<file path="config.mk">
export PLATFORM = sky130hd
export DESIGN_NAME = control_cronometro
export DESIGN_NICKNAME = d
export VERILOG_FILES = /design/src/rtl/control_cronometro.sv
export SDC_FILE = /design/constraint.sdc
export NUM_CORES = 1
export LEC_CHECK = 0
export BUFFER_PORTS_ARGS = -buffer_cell sky130_fd_sc_hd__buf_2
export CORE_MARGIN = 2
export CORE_UTILIZATION = 50
export CTS_CLUSTER_SIZE = 40
export DETAILED_ROUTE_END_ITERATION = 6
export PLACE_DENSITY = 0.8
export SYNTH_ARGS = -nofsm -noshare
export SYNTH_HDL_FRONTEND = slang
export SYNTH_SLANG_ARGS = --single-unit
</file>
<file path="constraint.sdc">
create_clock -name clk -period 5.9 [get_ports clk]
set_input_delay 0.885 -clock clk [delete_from_list [all_inputs] [get_ports clk]]
set_output_delay 0.885 -clock clk [all_outputs]
set_load 0.005 [all_outputs]
</file>
<file path="src/rtl/control_cronometro.sv">
// control_cronometro: MM:SS stopwatch controller.
// A run/pause FSM gates a prescaler whose terminal count advances a cascade
// of four BCD digits; a lap freeze holds the display while counting goes on.
module control_cronometro #(
   parameter int DIV     = 50,  // clk cycles per count tick
   parameter int PRESC_W = 6,   // prescaler width, 2**PRESC_W >= DIV
   parameter int LIM_U   = 9,   // terminal value of units digits
   parameter int LIM_D   = 5    // terminal value of tens digits
) (
   input  logic       clk,
   input  logic       rst,
   input  logic       start_stop,
   input  logic       clear,
   input  logic       lap,
   output logic [3:0] seg_u,
   output logic [3:0] seg_d,
   output logic [3:0] min_u,
   output logic [3:0] min_d,
   output logic       running,
   output logic       lap_active,
   output logic       tick,
   output logic       overflow
);

   typedef enum logic [1:0] {
      IDLE  = 2'd0,
      RUN   = 2'd1,
      PAUSE = 2'd2
   } state_t;

   typedef struct packed {
      logic [3:0] min_d;
      logic [3:0] min_u;
      logic [3:0] seg_d;
      logic [3:0] seg_u;
   } bcd_time_t;

   localparam logic [PRESC_W-1:0] PRESC_LAST = PRESC_W'(DIV - 1);
   localparam logic [3:0]         LU         = 4'(LIM_U);
   localparam logic [3:0]         LD         = 4'(LIM_D);

   state_t             state_q, state_d;
   logic [PRESC_W-1:0] presc_q, presc_d;
   bcd_time_t          digits_q, digits_d;
   bcd_time_t          disp_q, disp_d;
   logic               lap_q, lap_d;
   logic               tick_q, ovf_q;
   logic               adv, clr_ok, wrap_all;
   logic               c_su, c_sd, c_mu;

   // State register, prescaler, digits, display and registered pulses
   // NOTE: sequential state uses non-blocking assignments so every register
   // samples the values from before the edge, independent of statement order.
   always_ff @(posedge clk) begin
      if (rst) begin
         state_q  <= IDLE;
         presc_q  <= '0;
         digits_q <= '0;
         disp_q   <= '0;
         lap_q    <= 1'b0;
         tick_q   <= 1'b0;
         ovf_q    <= 1'b0;
      end else begin
         state_q  <= state_d;
         presc_q  <= presc_d;
         digits_q <= digits_d;
         disp_q   <= disp_d;
         lap_q    <= lap_d;
         tick_q   <= adv;
         ovf_q    <= adv && wrap_all;
      end
   end

   // Next-state, prescaler, BCD cascade and lap freeze logic
   // NOTE: every signal gets a default before any branch, so no path leaves
   // a value unassigned and no latch is inferred.
   always_comb begin
      state_d  = state_q;
      presc_d  = presc_q;
      digits_d = digits_q;
      lap_d    = lap_q;
      adv      = 1'b0;
      clr_ok   = 1'b0;
      c_su     = 1'b0;
      c_sd     = 1'b0;
      c_mu     = 1'b0;

      case (state_q)
         IDLE: begin
            if (clear) begin
               clr_ok = 1'b1;
            end else if (start_stop) begin
               state_d = RUN;
               presc_d = '0;
            end
         end
         RUN: begin
            if (start_stop) state_d = PAUSE;
            if (lap)        lap_d   = ~lap_q;
            if (presc_q >= PRESC_LAST) begin
               presc_d = '0;
               adv     = 1'b1;
            end else begin
               presc_d = presc_q + 1'b1;
            end
         end
         PAUSE: begin
            // clear beats start_stop; the partial tick in presc_q survives a resume
            if (clear) begin
               clr_ok = 1'b1;
            end else if (start_stop) begin
               state_d = RUN;
            end
         end
         default: state_d = IDLE;
      endcase

      // All carries resolve within this single edge
      c_su     = (digits_q.seg_u >= LU);
      c_sd     = c_su && (digits_q.seg_d >= LD);
      c_mu     = c_sd && (digits_q.min_u >= LU);
      wrap_all = c_mu && (digits_q.min_d >= LD);

      if (clr_ok) begin
         state_d  = IDLE;
         presc_d  = '0;
         digits_d = '0;
         lap_d    = 1'b0;
      end else if (adv) begin
         digits_d.seg_u = c_su ? 4'd0 : digits_q.seg_u + 4'd1;
         if (c_su) digits_d.seg_d = c_sd ? 4'd0 : digits_q.seg_d + 4'd1;
         if (c_sd) digits_d.min_u = c_mu ? 4'd0 : digits_q.min_u + 4'd1;
         if (c_mu) digits_d.min_d = wrap_all ? 4'd0 : digits_q.min_d + 4'd1;
      end

      // Hold only while the freeze was already active and stays active; the
      // capturing and releasing edges both load the value being written.
      disp_d = (lap_q && lap_d) ? disp_q : digits_d;
   end

   assign seg_u      = disp_q.seg_u;
   assign seg_d      = disp_q.seg_d;
   assign min_u      = disp_q.min_u;
   assign min_d      = disp_q.min_d;
   assign running    = (state_q == RUN);
   assign lap_active = lap_q;
   assign tick       = tick_q;
   assign overflow   = ovf_q;

endmodule

</file>
==> metrics.md <==
| Metric | Value |
|---|---|
| EDFF count, synth | 0 |
| Avg WL per Cell | 12.5 um |
| Total Nets Final | 264 |
| Total length of routed wires | 3660 um |
| Vias in the first global route | 1,448 |
| Ys async rst share | 0% |
| ANT nets after route | 0 |
| Cts bufs inserted | 5 |
| Avg Vias per Cell | 5.39 |
| Vias | 1,580 |
| Remaining global-route overflow | 0 |
| Critical Path Max Stage Delay | 440 ps |
| Layout cells sized above 1 | roughly 17% |
| H-tree depth | 2 |
| Cells after DPL | 285 |
| Area grow syn2layout | 11.7% |
| GP Congestion | 0.812 |
| Fillers | 352 |
| Synth Flop Type | dfxtp_1 |
| Worst Clk Skew | between 6 and 7 ps |
| FP Rows | 22 |
| Slew headroom | ~37% |
| Post-synthesis cell area | 0.00197 mm^2 |
| Final Critical Period | 2080 ps |
| Fin. Hold Viols | 0 |
| Reg-to-reg startpoint | presc_q[0]$_SDFFE_PP0P_ |
| Hold EP | min_u[3]$_SDFFE_PP0N_ |
| Post-Layout Inst Area | 0.00220 mm^2 |
| Crit path kind | register to register |
| WHS Path Cells | 2 |
| Final period utilization | 35.3% |
| Initial drt markers | 116 |
| Setup TNS | 0 ps |
| Synth Register Bits | 43 |
| Leakage | 0.902 nW |
| RSZ-0062 raised after global routing | false |
| Sequential cell area | 861 um^2 |
| Top delay family on crit path | simple AND/OR/NAND/NOR gates |
| # hold bufs at CTS | 0 |
| Worst setup margin | 3820 ps |
| Critical Path Sink Type | register |
| Final setup viols | 0 |
| CTS clk-pin slew, worst paths | 80 ps |
| CP most frequent cell | a21oi_1 |
| Syn_area_per_cell | 8.92 um^2 |
| Clock root buffer | clkbuf_8 |
| First-pass GRT wire length | 6260 um |
| Reg2reg end | seg_d[2]$_SDFFE_PP0N_ |
| CP max-delay cell | or3_1 |
| GRT Util Overall | 18.3% |
| Die area | ~0.0045 mm^2 |
| Synth cell types | 43 |
| WHS | 481 ps |
| Maximum vdd drop | 0.202 mV |
| CTS tree | built |
| Post-Syn Instances | 221 |
| Max Cap Violations | 0 |
| HP Class | register to register |
| YS warnings | 0 |
| Highest-count cells in the layout ignoring fill and taps | dfxtp_1, nor2_1, a21oi_1 |
| Setup crit start kind | register |
| Slew Limit Fails | 0 |
| DP HPWL | 2660 um |
| Clk_lat worst skew | 300 ps |
| TritonRoute pass-1 iters | 4 |
| Core area | 0.00372 mm^2 |
| Crit path max fanout | 7 |
| Commonest non-fill, non-tap cell in the layout | dfxtp_1 |
| Initial antenna violation count | 0 |
| Non-filler cells in the finished layout | 293 |
| Fmax | 480 MHz |
| Chip height | 66.8 um |
| Status | finished clean |
| CTS Sinks | 43 |
| CP arrival | 2230 ps |
| Pin count of the biggest net entering global routing | 32 |
| PwrDens | 229 mW/mm^2 |
| Post-DP Area | 0.00211 mm^2 |
| Die extent in x | between 60 and 70 um |
| # diodes | 0 |
| Syn Nets | about 240 |
| Req. time, crit path | 6050 ps |
| Port bufs | 24 |
| Resized cells post-CTS | 0 |
| Post-CTS setup buffer count | 0 |
| Placement Setup Slack | 3690 ps |
| Area of the multi-input gates | 0.00100 mm^2 |
| Slew @ Worst Pin | 947 ps |
| Sequential share of the synthesized area | 43.7% |
| Depth of the most critical reg-to-reg path | 8 |
| Hold Startpoint | min_u[3]$_SDFFE_PP0N_ |
| I/O pins | 25 |
| Reg-to-reg slack, setup | 3820 ps |
| CTS Buffer Depth | 2 |
| Worst-path cell chain | inv_1 > ha_1 > nor4b_4 > or3_1 > nor2_2 > o21ai_0 > a21oi_1 > a21oi_1 |
| DRC errors left | 0 |
| Initial core utilization | 53.0% |
| Worst path bufs/invs | 1 |
[state kept, by name (all words and copies together), names as in the netlist]
name and cells:
tick 1, seg_d 4, lap_active 1, min_d 4, min_u 4, seg_u 4
presc_q 6, state_q 2, overflow 1, digits_q 16
[synthesized netlist by cell type (all sizes together), types with 4 or more instances]
cell / number / area [um^2]
nand2: 10 / 37.5
nor2: 32 / 123
dfxtp: 43 / 861
ha: 15 / 188
inv: 15 / 56.3
nor3: 8 / 40.0
o21ai: 14 / 70.1
mux2i: 5 / 50.1
clkbuf: 7 / 26.3
a31oi: 4 / 25.0
a21oi: 26 / 130
[final cells by class]
type | count | area share (%)
clock buffer | 5 | 3.13
tap | 48 | 2.73
timing repair buffer | 25 | 5.80
sequential | 43 | 39.1
multi-input combinational | 154 | 45.6
inverter | 15 | 2.56
clock inverter | 3 | 1.08
[worst reg2reg max path: cells and delay by family, from the launching register on]
| kind | cells | cell delay [ps] |
|---|---|---|
| AO/OA/AOI/OAI | 3 | 430 |
| adder cells (fa/ha/maj) | 1 | 190 |
| buffers and inverters | 1 | 70 |
| flip-flops | 1 | 420 |
| AND/OR/NAND/NOR | 3 | 830 |
[through the flow]
stage          total power, mW  utilization [%]
3_5_place_dp             0.324             56.8
4_1_cts                  0.511             59.3
2_1_floorplan            0.316                -
5_1_grt                  0.528             59.3
6_report                 0.505             59.3
3_3_place_gp             0.323             56.8
[routing by layer]
| metal | GRT usage, % | vias up | share of wire [%] |
|---|---|---|---|
| li1 | - | 815 | - |
| met1 | 23.5 | 728 | 49 |
| met4 | 6.12 | 0 | 1.5 |
| met2 | 29.9 | 31 | 45 |
| met5 | 0 | - | 0 |
| met3 | 4.73 | 6 | 4.3 |
[worst max path at each step]
stage | slack, ps | from | depth (start not counted) | endpoint
global placement | 3720 | lap | 5 | min_d[0]$_SDFFE_PP0N_
CTS | 3820 | presc_q[0]$_SDFFE_PP0P_ | 8 | seg_d[2]$_SDFFE_PP0N_
global route | 3690 | presc_q[0]$_SDFFE_PP0P_ | 8 | seg_d[2]$_SDFFE_PP0N_
detailed placement | 3690 | lap | 5 | seg_d[0]$_SDFFE_PP0N_
floorplan | 4030 | clear | 4 | seg_d[3]$_SDFFE_PP0N_
finish | 3820 | presc_q[0]$_SDFFE_PP0P_ | 8 | seg_d[2]$_SDFFE_PP0N_
[report_power, final]
part / internal (mW) / switching (mW)
combinational: 0.00852 / 0.0156
sequential: 0.292 / 0.00143
clock: 0.0845 / 0.103
total: 0.385 / 0.120
[cell families (layout without fill, tap and decap cells)]
family          count (synthesis)  after routing  share of synthesized area [%]
simple gates                   71             71                           19.6
compound gates                 57             57                           16.6
flops                          43             43                           43.7
buf+inv                        24             48                           5.33
fa+ha+maj                      15             15                           9.52
mux                             6              6                           3.11
xor+xnor                        5              5                           2.22
Power figures use the tool's default switching activity.
